--- config.mk ---
export PLATFORM = sky130hd
export DESIGN_NAME = axi_traffic_gen
export DESIGN_NICKNAME = d
export VERILOG_FILES = /design/src/rtl/axi_traffic_gen_pkg.sv /design/src/rtl/axi_traffic_gen.sv
export SDC_FILE = /design/constraint.sdc
export NUM_CORES = 1
export LEC_CHECK = 0
export ABC_AREA = 1
export CELL_PAD_IN_SITES_DETAIL_PLACEMENT = 0
export CELL_PAD_IN_SITES_GLOBAL_PLACEMENT = 1
export CORE_MARGIN = 10
export CORE_UTILIZATION = 34
export DETAILED_ROUTE_END_ITERATION = 12
export PLACE_DENSITY = 0.85
export SYNTH_ARGS = -nofsm -noshare
export SYNTH_HDL_FRONTEND = slang
export SYNTH_SLANG_ARGS = --single-unit
--- constraint.sdc ---
create_clock -name clk_i -period 5.3 [get_ports clk_i]
set_input_delay 1.06 -clock clk_i [delete_from_list [all_inputs] [get_ports clk_i]]
set_output_delay 1.06 -clock clk_i [all_outputs]
set_load 0.01 [all_outputs]
--- src/rtl/axi_traffic_gen_pkg.sv ---
// axi_traffic_gen_pkg: default AXI4+ATOP channel and request/response structs
// for axi_traffic_gen. Widths: 32-bit address, 64-bit data, 1-bit ID, 1-bit user.
package axi_traffic_gen_pkg;
  localparam int unsigned AW = 32;
  localparam int unsigned DW = 64;
  localparam int unsigned IW = 1;
  localparam int unsigned UW = 1;

  typedef struct packed {
    logic [IW-1:0]   id;
    logic [AW-1:0]   addr;
    logic [7:0]      len;
    logic [2:0]      size;
    logic [1:0]      burst;
    logic            lock;
    logic [3:0]      cache;
    logic [2:0]      prot;
    logic [3:0]      qos;
    logic [3:0]      region;
    logic [5:0]      atop;
    logic [UW-1:0]   user;
  } aw_chan_t;

  typedef struct packed {
    logic [IW-1:0]   id;
    logic [AW-1:0]   addr;
    logic [7:0]      len;
    logic [2:0]      size;
    logic [1:0]      burst;
    logic            lock;
    logic [3:0]      cache;
    logic [2:0]      prot;
    logic [3:0]      qos;
    logic [3:0]      region;
    logic [UW-1:0]   user;
  } ar_chan_t;

  typedef struct packed {
    logic [DW-1:0]   data;
    logic [DW/8-1:0] strb;
    logic            last;
    logic [UW-1:0]   user;
  } w_chan_t;

  typedef struct packed {
    logic [IW-1:0]   id;
    logic [1:0]      resp;
    logic [UW-1:0]   user;
  } b_chan_t;

  typedef struct packed {
    logic [IW-1:0]   id;
    logic [DW-1:0]   data;
    logic [1:0]      resp;
    logic            last;
    logic [UW-1:0]   user;
  } r_chan_t;

  typedef struct packed {
    aw_chan_t aw;
    logic     aw_valid;
    w_chan_t  w;
    logic     w_valid;
    logic     b_ready;
    ar_chan_t ar;
    logic     ar_valid;
    logic     r_ready;
  } req_t;

  typedef struct packed {
    logic     aw_ready;
    logic     ar_ready;
    logic     w_ready;
    logic     b_valid;
    b_chan_t  b;
    logic     r_valid;
    r_chan_t  r;
  } resp_t;
endpackage

--- src/rtl/axi_traffic_gen.sv ---
// axi_traffic_gen: single-master AXI4 INCR burst generator for a zero memory.
// Issues num_bursts read or write bursts, one at a time, checks read data
// against zero, counts non-OKAY responses and counts busy cycles.
// Ports:
//   clk_i, rst_i (sync, active high)
//   start_i, write_i, base_addr_i, len_i, num_bursts_i : run configuration
//   busy_o, done_o, err_cnt_o, cycle_cnt_o            : run status
//   axi_req_o / axi_resp_i                            : AXI master port
module axi_traffic_gen #(
  parameter type         axi_req_t  = axi_traffic_gen_pkg::req_t,
  parameter type         axi_resp_t = axi_traffic_gen_pkg::resp_t,
  parameter int unsigned AddrWidth  = 32,
  parameter int unsigned DataWidth  = 64,
  parameter int unsigned IdWidth    = 1,
  parameter int unsigned CntWidth   = 32
) (
  input  logic                 clk_i,
  input  logic                 rst_i,
  input  logic                 start_i,
  input  logic                 write_i,
  input  logic [AddrWidth-1:0] base_addr_i,
  input  logic [7:0]           len_i,
  input  logic [CntWidth-1:0]  num_bursts_i,
  output logic                 busy_o,
  output logic                 done_o,
  output logic [CntWidth-1:0]  err_cnt_o,
  output logic [CntWidth-1:0]  cycle_cnt_o,
  output axi_req_t             axi_req_o,
  input  axi_resp_t            axi_resp_i
);

  localparam logic [2:0] S_IDLE  = 3'd0;
  localparam logic [2:0] S_ADDR  = 3'd1;
  localparam logic [2:0] S_WDATA = 3'd2;
  localparam logic [2:0] S_BRESP = 3'd3;
  localparam logic [2:0] S_RDATA = 3'd4;
  localparam logic [2:0] S_DONE  = 3'd5;

  localparam logic [2:0]         AxSize = 3'($clog2(DataWidth / 8));
  localparam logic [IdWidth-1:0] AxId   = '0;

  logic [2:0]           r_state, w_state_nxt;
  logic                 r_write;
  logic [AddrWidth-1:0] r_addr;
  logic [7:0]           r_len;
  logic [7:0]           r_beat;
  logic [CntWidth-1:0]  r_num, r_bcnt, r_err, r_cyc;

  logic                 w_busy, w_a_hs, w_last_beat, w_burst_end, w_r_fault;
  logic [CntWidth-1:0]  w_bcnt_nxt;
  logic [AddrWidth-1:0] w_incr;
  logic                 w_unused;

  function automatic logic [CntWidth-1:0] sat_inc(input logic [CntWidth-1:0] v);
    return (&v) ? v : v + CntWidth'(1);
  endfunction

  // Response fields not consumed here (ids, user bits) are intentionally ignored.
  assign w_unused = ^axi_resp_i;

  assign w_busy      = (r_state == S_ADDR) || (r_state == S_WDATA) ||
                       (r_state == S_BRESP) || (r_state == S_RDATA);
  assign busy_o      = w_busy;
  assign done_o      = (r_state == S_DONE);
  assign err_cnt_o   = r_err;
  assign cycle_cnt_o = r_cyc;

  assign w_a_hs      = r_write ? axi_resp_i.aw_ready : axi_resp_i.ar_ready;
  assign w_last_beat = (r_beat == r_len);
  // Bytes per burst: (len+1) beats of 2^AxSize bytes; wraps at 2^AddrWidth.
  assign w_incr      = AddrWidth'(9'(r_len) + 9'd1) << AxSize;
  assign w_bcnt_nxt  = sat_inc(r_bcnt);

  // A read beat is faulty on nonzero data, non-OKAY resp, or r_last that
  // disagrees with the beat index; several faults on one beat count once.
  assign w_r_fault = (|axi_resp_i.r.data) || (axi_resp_i.r.resp != 2'b00) ||
                     (axi_resp_i.r.last != w_last_beat);

  // Read bursts end on the len-th beat regardless of r_last.
  assign w_burst_end = ((r_state == S_BRESP) && axi_resp_i.b_valid) ||
                       ((r_state == S_RDATA) && axi_resp_i.r_valid && w_last_beat);

  always_comb begin
    w_state_nxt = r_state;
    case (r_state)
      S_IDLE:  if (start_i) w_state_nxt = (num_bursts_i == '0) ? S_DONE : S_ADDR;
      S_ADDR:  if (w_a_hs) w_state_nxt = r_write ? S_WDATA : S_RDATA;
      S_WDATA: if (axi_resp_i.w_ready && w_last_beat) w_state_nxt = S_BRESP;
      S_BRESP,
      S_RDATA: if (w_burst_end) w_state_nxt = (w_bcnt_nxt == r_num) ? S_DONE : S_ADDR;
      S_DONE:  w_state_nxt = S_IDLE;
      default: w_state_nxt = S_IDLE;
    endcase
  end

  always_ff @(posedge clk_i) begin
    if (rst_i) begin
      r_state <= S_IDLE;
      r_write <= 1'b0;
      r_addr  <= '0;
      r_len   <= '0;
      r_beat  <= '0;
      r_num   <= '0;
      r_bcnt  <= '0;
      r_err   <= '0;
      r_cyc   <= '0;
    end else begin
      r_state <= w_state_nxt;
      if (w_busy) r_cyc <= sat_inc(r_cyc);
      case (r_state)
        S_IDLE: if (start_i) begin
          r_write <= write_i;
          r_addr  <= base_addr_i;
          r_len   <= len_i;
          r_num   <= num_bursts_i;
          r_bcnt  <= '0;
          r_beat  <= '0;
          r_err   <= '0;
          r_cyc   <= '0;
        end
        S_ADDR: if (w_a_hs) r_beat <= '0;
        S_WDATA: if (axi_resp_i.w_ready) r_beat <= r_beat + 8'd1;
        S_BRESP: if (axi_resp_i.b_valid && (axi_resp_i.b.resp != 2'b00)) r_err <= sat_inc(r_err);
        S_RDATA: if (axi_resp_i.r_valid) begin
          r_beat <= r_beat + 8'd1;
          if (w_r_fault) r_err <= sat_inc(r_err);
        end
        default: ;
      endcase
      if (w_burst_end) begin
        r_addr <= r_addr + w_incr;
        r_bcnt <= w_bcnt_nxt;
      end
    end
  end

  always_comb begin
    axi_req_o          = '0;
    axi_req_o.aw.id    = AxId;
    axi_req_o.aw.addr  = r_addr;
    axi_req_o.aw.len   = r_len;
    axi_req_o.aw.size  = AxSize;
    axi_req_o.aw.burst = 2'b01;
    axi_req_o.aw_valid = (r_state == S_ADDR) && r_write;
    axi_req_o.ar.id    = AxId;
    axi_req_o.ar.addr  = r_addr;
    axi_req_o.ar.len   = r_len;
    axi_req_o.ar.size  = AxSize;
    axi_req_o.ar.burst = 2'b01;
    axi_req_o.ar_valid = (r_state == S_ADDR) && !r_write;
    axi_req_o.w.data   = DataWidth'(r_beat);
    axi_req_o.w.strb   = '1;
    axi_req_o.w.last   = w_last_beat;
    axi_req_o.w_valid  = (r_state == S_WDATA);
    axi_req_o.b_ready  = (r_state == S_BRESP);
    axi_req_o.r_ready  = (r_state == S_RDATA);
  end

endmodule

==> results of run 1 <==
==> per-layer routing <==
metal	vias to the layer above	part of all wire, %	global-route usage [%]
li1	6677	-	-
met5	-	0	0
met1	6147	41	23.7
met2	422	50	35.8
met4	0	1.4	5.15
met3	37	7.2	5.31
==> state kept, by name, indices dropped and copies added, names as in the netlist <==
register and flops:
cycle_cnt_o 32, err_cnt_o 32, r_addr 32, r_bcnt 32
r_beat 8, r_len 8, r_num 32, r_state 3
r_write 1
==> metrics by stage <==
stage / area (sq um) / utilization, % / instances / total power [mW]
6_report: 16000 / 43.6 / 2712 / 5.42
5_1_grt: 16000 / 43.6 / 2712 / 5.78
4_1_cts: 16000 / 43.6 / 2711 / 5.48
3_5_place_dp: 15400 / 42.0 / 2679 / 4.11
3_3_place_gp: 15400 / 42.0 / 2679 / 4.08
2_1_floorplan: 13100 / - / 2108 / 3.23
==> cells in the mapped netlist (33+ instances only) <==
cell / n / area, sq um
nand3_1: 126 / 631
clkbuf_1: 41 / 154
nand2_1: 528 / 1980
a21oi_1: 132 / 661
xor2_1: 51 / 447
nor2_1: 197 / 739
nor3_1: 62 / 310
dfxtp_1: 180 / 3600
buf_4: 162 / 1220
nand4_1: 33 / 206
nor4_1: 41 / 257
o21ai_0: 90 / 450
inv_1: 200 / 751
==> cells by family (layout without fill, tap and decap cells) <==
| family | count (synthesis) | count (layout) | synth area share, % |
|---|---|---|---|
| compound gates | 276 | 276 | 12.2 |
| xor+xnor | 72 | 72 | 5.00 |
| fa+ha+maj | 15 | 15 | 1.55 |
| buf+inv | 424 | 559 | 17.6 |
| flops | 180 | 180 | 28.5 |
| other cells | 2 | 118 | 0.0595 |
| simple gates | 1024 | 1024 | 35.0 |
==> critical path: cells and delay by family, from the launching register on <==
family,cells,cell delay [ns]
DFF,1,0.58
adders and majority gates,1,0.37
and+or+nand+nor,11,1.61
buffers and inverters,5,0.51
AOI/OAI and AO/OA,3,0.51
xor gates and xnor gates,1,0.10
==> worst min path at each step <==
| stage | slack [ns] | start | cells past startpoint | end |
|---|---|---|---|---|
| 6_report | 0.47 | r_num[1] | 2 | r_num[1] |
| 5_1_grt | 0.49 | r_num[26] | 2 | r_num[26] |
| 4_1_cts | 0.48 | r_num[11] | 2 | r_num[11] |
| 3_5_place_dp | 0.47 | r_num[11] | 2 | r_num[11] |
| 3_3_place_gp | 0.46 | r_num[16] | 2 | r_num[16] |
| 2_1_floorplan | 0.44 | r_num[1] | 2 | r_num[1] |
==> area by class of cell <==
class                   instances  area (sq um)
fillers                      3866         20600
multi-input cells            1504          7240
flip-flops and latches        180          3600
repair buffers                319          3160
inverters                     208           781
well taps                     468           586
clock buffers                  18           429
clock inverters                14           165
diodes                          1          2.50
==> where the power goes <==
group / switching, mW / internal [mW]
registers: 0.270 / 1.57
logic: 1.33 / 0.899
clock network: 0.635 / 0.712
total: 2.24 / 3.19
==> metrics.txt, run 1 <==
outcome completed; Die Width about 210 um; Fin Setup TNS 0 ns; critical path type flop to flop; hpwl dp 36900 um; CTS tree built; Worst R2R End r_addr[25]; Worst setup SP type flop; largest net degree at the start of global routing 80; core area between 0.03 and 0.04 sq mm; Clock Latency Late Sink 0.45 ns; DRT Pass-1 Iters 5; Critical path origin r_len[0]; Site Rows 70; first-pass GRT wire length 72800 um; Critical Path RT approximately 5.7 ns; slowest cell on the critical path dfxtp_1; IO Pins 431; FF-to-FF path depth 21; commonest non-fill, non-tap cells in the layout nand2_1, clkdlybuf4s50_1, inv_1, nor2_1, dfxtp_1; vias 13300; H-tree Lvls 4; layout cell share with drive strength beyond 1 3.66%; worst reg2reg setup slack 1.51 ns; endpoints failing hold 0; Num CTS Buffers 17; Lkg Pwr about 6.0 nW; final worst path period share 71.6%; Synth cell types 52; Hold Path Class flop to flop; drt wl/cell approximately 17 um; post-route ant nets 0; Min Clock Period, post-route 3.79 ns; Die ar. approximately 0.045 sq mm; Max-slew headroom approximately a third; CTS sink count 180; crit path capture type flop; via/cell ratio 4.90; Post-synth top flop dfxtp_1; Post-CTS Setup Repair Bufs 0; Root Driver clkbuf_16; number of flops mapped to enable cells by yosys 0; Max Fclk ~0.26 GHz; Total GRT Usage 20.2%; number of synthesized register bits 180; pre-CTS setup slack 1.35 ns; Area Growth Syn to Fin 26.5%; max cap viols 0; ys async rst share 0%; Layout Nets 2399; final setup vio count 0; worst clock skew 0.0134 ns; drc violations 0; WHS roughly 0.47 ns; grt ovf 0; maximum vdd drop about 0.24 mV; 1st-iter DRT viols 759; synthesized cell area 0.0126 sq mm; Critical Path Fanout Max 5; Port Buffer Count 309; vias in the first global route 13100; Setup crit end r_addr[25]; GPL Wtd Cong 0.923; FF-to-FF Start r_len[0]; data arrival time of the worst path 4.14 ns; Least-Margin Pin Slew 1.00 ns; syn avg cell area around 6.3 sq um; initial antenna violation count 1; sequential-to-total area share from yosys stat between 20 and 30%; power per cell area approximately 340 mW/mm^2; initial core utilization 34.5%; Clock transition at path regs 0.08 ns; post-CTS sizing 0; slowest cell delay on critical path 0.58 ns; DIE HEIGHT 213 um; warnings from Yosys 0; setup slack after layout 1.51 ns; CP Cell Sequence inv_1, nor3_1, nand3_1, nor3_1, xor2_1, ha_1, nand2_1, inv_1, nand2_1, nand2_1, a21oi_1, o21ai_1, nand2_1, nor2_1, nand2_1, inv_1, nand4_1, nand3_1, inv_1, o21ai_1, inv_1; commonest non-fill, non-tap cell in the layout nand2_1; fin. max-slew vios 0; Syn Inst Count 1993; Post-Route WL 46900 um; clk buf depth 2; cts hold-fix bufs 0; RSZ-0062 raised after global routing no
Power figures use the tool's default switching activity.
==> inputs of run 2 (changes only) <==
--- a/config.mk
+++ b/config.mk
@@ -9,9 +9,9 @@
 export CELL_PAD_IN_SITES_DETAIL_PLACEMENT = 0
 export CELL_PAD_IN_SITES_GLOBAL_PLACEMENT = 1
 export CORE_MARGIN = 10
-export CORE_UTILIZATION = 34
+export CORE_UTILIZATION = 32
 export DETAILED_ROUTE_END_ITERATION = 12
-export PLACE_DENSITY = 0.85
+export PLACE_DENSITY = 0.81
 export SYNTH_ARGS = -nofsm -noshare
 export SYNTH_HDL_FRONTEND = slang
 export SYNTH_SLANG_ARGS = --single-unit
==> constraint.sdc (replaced) <==
create_clock -name clk_i -period 3.9 [get_ports clk_i]
set_input_delay 0.78 -clock clk_i [delete_from_list [all_inputs] [get_ports clk_i]]
set_output_delay 0.78 -clock clk_i [all_outputs]
set_load 0.01 [all_outputs]
==> run 2 against run 1 <==
Non-clock buffer count up 9; highest routed layer is now met5; fmax is 8.9% higher; die area increased by 5.7%; worst setup slack got worse by 1.1 ns; sequential share of layout area decreased by 0.15 points.
==> metrics.txt, run 2 (synthesis gave the netlist of run 1 again) <==
RSZ-0062 raised after global routing no (unchanged); slowest cell on the critical path dfxtp_1 (unchanged); drt wl/cell 17.1 um (was 17.3 um); H-tree Lvls 4 (unchanged); Num CTS Buffers 17 (unchanged); Worst Hold End r_num[8] (was r_num[1]); Clock power frac 24.0% (was 24.9%); min-delay src r_num[8] (was r_num[1]); endpoints failing hold 0 (unchanged); initial core utilization 32.5% (was 34.5%); outcome completed (unchanged); Post-Place Cells 2738 (was 2679); WHS 0.469 ns (was 0.472 ns); worst reg2reg setup slack 0.42 ns (was 1.51 ns); Net Sw Power 3.01 mW (was 2.24 mW); IO Pins 431 (unchanged); Die ar. 0.0478 sq mm (was 0.0452 sq mm); Total GRT Usage 19.0% (was 20.2%); Hold Path Class flop to flop (unchanged); CTS sink count 180 (unchanged); Clock Latency Late Sink 0.47 ns (was 0.45 ns); layout cell share with drive strength beyond 1 4.04% (was 3.66%); Die Width 219 um (was 213 um); DRT Pass-1 Iters 5 (unchanged); max cap viols 0 (unchanged); CP Cell Sequence inv_1, nor3_2, nand3_1, nor3_1, xor2_1, ha_1, nand2_1, inv_1, nand2_1, nand2_1, a21oi_1, o21ai_2, nand2_1, nor2_1, nand2_1, inv_1, nand4_1, nand3_1, inv_1, o21ai_1, inv_1 (was inv_1, nor3_1, nand3_1, nor3_1, xor2_1, ha_1, nand2_1, inv_1, nand2_1, nand2_1, a21oi_1, o21ai_1, nand2_1, nor2_1, nand2_1, inv_1, nand4_1, nand3_1, inv_1, o21ai_1, inv_1); FF-to-FF Start r_len[0] (unchanged); slowest cell delay on critical path 0.46 ns (was 0.58 ns); data arrival time of the worst path 3.85 ns (was 4.14 ns); core area 0.0388 sq mm (was 0.0366 sq mm); CTS tree built (unchanged); commonest non-fill, non-tap cells in the layout nand2_1, clkdlybuf4s50_1, inv_1, nor2_1, dfxtp_1 (unchanged); drc violations 0 (unchanged); cts hold-fix bufs 0 (unchanged); Port Buffer Count 309 (unchanged); power per cell area 457 mW/mm^2 (was 339 mW/mm^2); register share of total power 33.9% (was 34.0%); 1st-iter DRT viols 828 (was 759); post-route insts no fill 2769 (was 2712); Worst setup SP type flop (unchanged); Fin Setup TNS 0 ns (unchanged); post-route ant nets 0 (unchanged); Max-slew headroom 32.9% (was 33.3%); vias 13300 (about the same); crit path capture type flop (unchanged); initial antenna violation count 1 (unchanged); via/cell ratio 4.79 (was 4.90); final core occ 41.4% (was 43.6%); Site Rows 72 (was 70); Critical Path Fanout Max 5 (unchanged); Pint 4.34 mW (was 3.19 mW); worst clock skew 0.0156 ns (was 0.0134 ns); critical path type flop to flop (unchanged); Logic pwr share 42.1% (was 41.1%); grt ovf 0 (unchanged); Critical Path RT 4.27 ns (was 5.65 ns); Worst R2R End r_addr[25] (unchanged); hold path depth 2 (unchanged); Root Driver clkbuf_16 (unchanged); final setup vio count 0 (unchanged); Lkg Pwr 6.05 nW (was 6.04 nW); Least-Margin Pin Slew 1.01 ns (was 1.00 ns); largest net degree at the start of global routing 80 (unchanged); fin. max-slew vios 0 (unchanged); Max Fclk 0.287 GHz (was 0.264 GHz); clk buf depth 2 (unchanged); switch share 41.0% (was 41.2%); Area Growth Syn to Fin 27.4% (was 26.5%); first-pass GRT wire length 72800 um (about the same); vias in the first global route 12900 (was 13100); Layout Nets 2408 (was 2399); hpwl dp 37500 um (was 36900 um); commonest non-fill, non-tap cell in the layout nand2_1 (unchanged); DIE HEIGHT 219 um (was 213 um); Post-CTS Setup Repair Bufs 0 (unchanged); FF-to-FF path depth 21 (unchanged); Min Clock Period, post-route 3.48 ns (was 3.79 ns); Clock transition at path regs 0.08 ns (about the same); final worst path period share 89.3% (was 71.6%); Post-Route WL 47300 um (was 46900 um); n_diodes 0 (was 1); GPL Wtd Cong 0.900 (was 0.923); maximum vdd drop 0.327 mV (was 0.242 mV)
## run 2: cell count changes in the layout (fill, tap and decap cells not counted), sizes merged
cell / change
buf: +9
inv: -7
clkinv: +1
clkbuf: +1
diode: -1
clkinvlp: +4
## run 2: final cells by class
class                      instances  area, sq um
clock inverter                    12          134
fill                            4175        22700
clock buffer                      19          433
tap                              518          648
sequential                       180         3600
inverter                         208          781
timing repair buffer             328         3230
multi-input combinational       1504         7250
## run 2: critical path, delay by kind of cell (launching register included)
family	cells	cell delay (ns)
xor+xnor	1	0.14
buf+inv	5	0.47
flops	1	0.46
compound gates	3	0.40
simple gates	11	1.52
fa+ha+maj	1	0.38
## run 2: stage by stage
stage | setup WS, ns | power, mW | instance area, sq um
floorplan | 0.919 | 4.39 | 13100
global placement | 0.336 | 5.61 | 15500
detailed placement | 0.304 | 5.64 | 15500
CTS | 0.285 | 7.43 | 16100
global route | 0.0246 | 7.87 | 16100
finish | 0.418 | 7.35 | 16100
## run 2: worst max-delay path by stage
stage / from / to / slack [ns] / cells past startpoint
detailed placement: r_len[0] / r_addr[25] / 0.30 / 21
CTS: r_len[0] / r_addr[25] / 0.28 / 21
global route: r_len[0] / r_addr[25] / 0.02 / 21
finish: r_len[0] / r_addr[25] / 0.42 / 21
global placement: r_len[0] / r_addr[25] / 0.34 / 21
floorplan: r_len[0] / r_addr[25] / 0.92 / 21
## run 2: what timing repair did
item	4_1_cts	5_1_grt
endpoints found under the hold margin	0	0
endpoints found under the setup margin	0	5
resized for setup	0	2
## run 2: routing by layer
| layer | part of all wire (%) | global-route usage, % |
|---|---|---|
| met1 | 44 | 24.0 |
| met4 | 1.6 | 4.56 |
| met2 | 48 | 31.8 |
| met5 | 0.015 | 0 |
| met3 | 6.1 | 4.70 |
## run 2: power groups by stage
| stage | Clock (mW) | Combinational [mW] | Sequential, mW |
|---|---|---|---|
| after CTS | 1.81 | 3.12 | 2.49 |
| after detailed placement | 0 | 3.11 | 2.53 |
| after floorplan | 0 | 1.88 | 2.51 |
| after global routing | 1.87 | 3.45 | 2.54 |
| final | 1.76 | 3.10 | 2.49 |
| after global placement | 0 | 3.09 | 2.52 |
==> inputs of run 3 (changes only) <==
--- a/config.mk
+++ b/config.mk
@@ -6,12 +6,10 @@
 export NUM_CORES = 1
 export LEC_CHECK = 0
 export ABC_AREA = 1
-export CELL_PAD_IN_SITES_DETAIL_PLACEMENT = 0
-export CELL_PAD_IN_SITES_GLOBAL_PLACEMENT = 1
 export CORE_MARGIN = 10
-export CORE_UTILIZATION = 32
+export CORE_UTILIZATION = 47
 export DETAILED_ROUTE_END_ITERATION = 12
-export PLACE_DENSITY = 0.81
+export PLACE_DENSITY = 0.8
 export SYNTH_ARGS = -nofsm -noshare
 export SYNTH_HDL_FRONTEND = slang
 export SYNTH_SLANG_ARGS = --single-unit
==> run 3 against run 2 <==
Sequential power about the same; wire length is 3.6% lower; count of clock-buffer cells in the layout unchanged; global-route usage is 6.8 points higher; die area is 29% lower; critical path depth shrank 2; fmax down 2.5%; utilization is 19 points higher; combinational power is 1% lower; largest power group unchanged; highest routed layer is now met4.
==> metrics.txt, run 3 (synthesis gave the netlist of run 1 again) <==
hold path depth 2 (unchanged); Post-Route WL 45600 um (was 47300 um); initial antenna violation count 8 (was 1); Layout Nets 2406 (was 2408); IO Pins 431 (unchanged); Min Clock Period, post-route 3.57 ns (was 3.48 ns); hpwl dp 36400 um (was 37500 um); Clock transition at path regs 0.08 ns (about the same); Die Width 184 um (was 219 um); Fin Setup TNS 0 ns (unchanged); post-CTS sizing 0 (unchanged); min-delay src r_num[10] (was r_num[8]); via/cell ratio 5.24 (was 4.79); fill count 2527 (was 4175); DRT Pass-1 Iters 6 (was 5); max cap viols 0 (unchanged); commonest non-fill, non-tap cell in the layout nand2_1 (unchanged); Critical Path RT 4.22 ns (was 4.27 ns); post-route insts no fill 2594 (was 2769); initial core utilization 48.0% (was 32.5%); FF-to-FF path depth 19 (was 21); power per cell area 462 mW/mm^2 (was 457 mW/mm^2); vias in the first global route 13100 (was 12900); data arrival time of the worst path 3.89 ns (was 3.85 ns); outcome completed (unchanged); Root Driver clkbuf_16 (unchanged); Worst Hold End r_num[10] (was r_num[8]); H-tree Lvls 4 (unchanged); Clock Latency Late Sink 0.44 ns (was 0.47 ns); largest net degree at the start of global routing 80 (unchanged); Num CTS Buffers 17 (unchanged); crit path capture type flop (unchanged); Critical path origin r_len[0] (unchanged); Post-Place Cells 2553 (was 2738); RSZ-0062 raised after global routing no (unchanged); CTS tree built (unchanged); Max-slew headroom 35.0% (was 32.9%); drc violations 0 (unchanged); commonest non-fill, non-tap cells in the layout nand2_1, clkdlybuf4s50_1, inv_1, nor2_1, dfxtp_1 (unchanged); grt ovf 0 (unchanged); Port Buffer Count 309 (unchanged); GPL Wtd Cong 1.00 (was 0.900); critical path type flop to flop (unchanged); cts hold-fix bufs 0 (unchanged); Max Fclk 0.280 GHz (was 0.287 GHz); endpoints failing hold 0 (unchanged); drt wl/cell 17.6 um (was 17.1 um); Critical Path Fanout Max 5 (unchanged); Worst setup SP type flop (unchanged); Die ar. 0.0338 sq mm (was 0.0478 sq mm); maximum vdd drop 0.333 mV (was 0.327 mV); final worst path period share 91.6% (was 89.3%); vias 13600 (was 13300); worst reg2reg setup slack 0.33 ns (was 0.42 ns); clk buf depth 2 (unchanged); Hold Path Class flop to flop (unchanged); post-route ant nets 0 (unchanged); worst clock skew 0.0185 ns (was 0.0156 ns); Worst R2R End r_addr[25] (unchanged); FF-to-FF Start r_len[0] (unchanged); DIE HEIGHT 184 um (was 219 um); Post-CTS Setup Repair Bufs 0 (unchanged); layout cell share with drive strength beyond 1 4.00% (was 4.04%); Least-Margin Pin Slew 0.975 ns (was 1.01 ns); CTS sink count 180 (unchanged); final setup vio count 0 (unchanged); Total GRT Usage 25.8% (was 19.0%); Area Growth Syn to Fin 25.8% (was 27.4%); Site Rows 59 (was 72); WHS 0.473 ns (was 0.469 ns); core area 0.0263 sq mm (was 0.0388 sq mm); 1st-iter DRT viols 1014 (was 828); first-pass GRT wire length 70300 um (was 72800 um); fin. max-slew vios 0 (unchanged); Lkg Pwr 6.07 nW (was 6.05 nW)
[run 3: cell count changes in the layout (fill, tap and decap cells not counted), moves of 2 or more]
cell / delta
buf_4: -3
clkbuf_1: -2
clkbuf_8: +2
clkinvlp_4: -4
diode_2: +9
inv_6: +4
inv_8: +3
nor2_2: +2
nor2_4: -2
[run 3: worst max-delay path: stages (launching register included)]
cell and delay [ns]:
dfxtp_1 0.46, inv_1 0.14, nor3_1 0.34, nand3_1 0.17
nor3_1 0.22, xor2_1 0.10, ha_1 0.36, nand2_1 0.09
nor2_1 0.12, a21oi_1 0.11, o21ai_2 0.22, nand2_1 0.16
nor2_1 0.21, nand2_1 0.17, inv_1 0.17, nand4_1 0.11
nand3_1 0.08, inv_1 0.04, o21ai_1 0.12, inv_1 0.06
[run 3: how the worst max path moves through the flow]
stage                       to  depth (start not counted)
floorplan           r_addr[25]                         21
global placement    r_addr[25]                         21
detailed placement  r_addr[25]                         19
CTS                 r_addr[25]                         19
global route        r_addr[25]                         19
finish              r_addr[25]                         19
[run 3: routing by layer]
layer  vias to the layer above  routed length, um  global-route usage [%]
li1                       6706                  -                       -
met1                      6275              17600                    29.0
met5                         -                  0                       0
met4                         0               1220                    10.4
met2                       557              23100                    46.0
met3                        67               3610                    5.75
[run 3: through the flow]
stage / cell area [sq um] / power (mW) / worst slack, ns / util (%)
after global placement: 15300 / 5.49 / 0.444 / 58.1
final: 15900 / 7.33 / 0.327 / 60.4
after detailed placement: 15300 / 5.55 / 0.333 / 58.1
after CTS: 15900 / 7.33 / 0.304 / 60.3
after floorplan: 13100 / 4.39 / 0.919 / -
after global routing: 15900 / 7.76 / 0.0227 / 60.4
[run 3: final cells by class]
class	instances	area (sq um)	share of cell area (%)
Sequential cell	180	3600	22.7
Antenna cell	9	22.5	0.142
Multi-Input combinational cell	1504	7240	45.6
Clock buffer	19	453	2.85
Inverter	208	781	4.92
Clock inverter	13	138	0.867
Tap cell	335	419	2.64
Timing Repair Buffer	326	3230	20.3
[run 3: power breakdown]
part           internal (mW)  total (mW)  switching (mW)
clock network          0.941        1.78           0.841
logic                   1.25        3.06            1.81
registers               2.14        2.49           0.349
total                   4.33        7.33            3.00
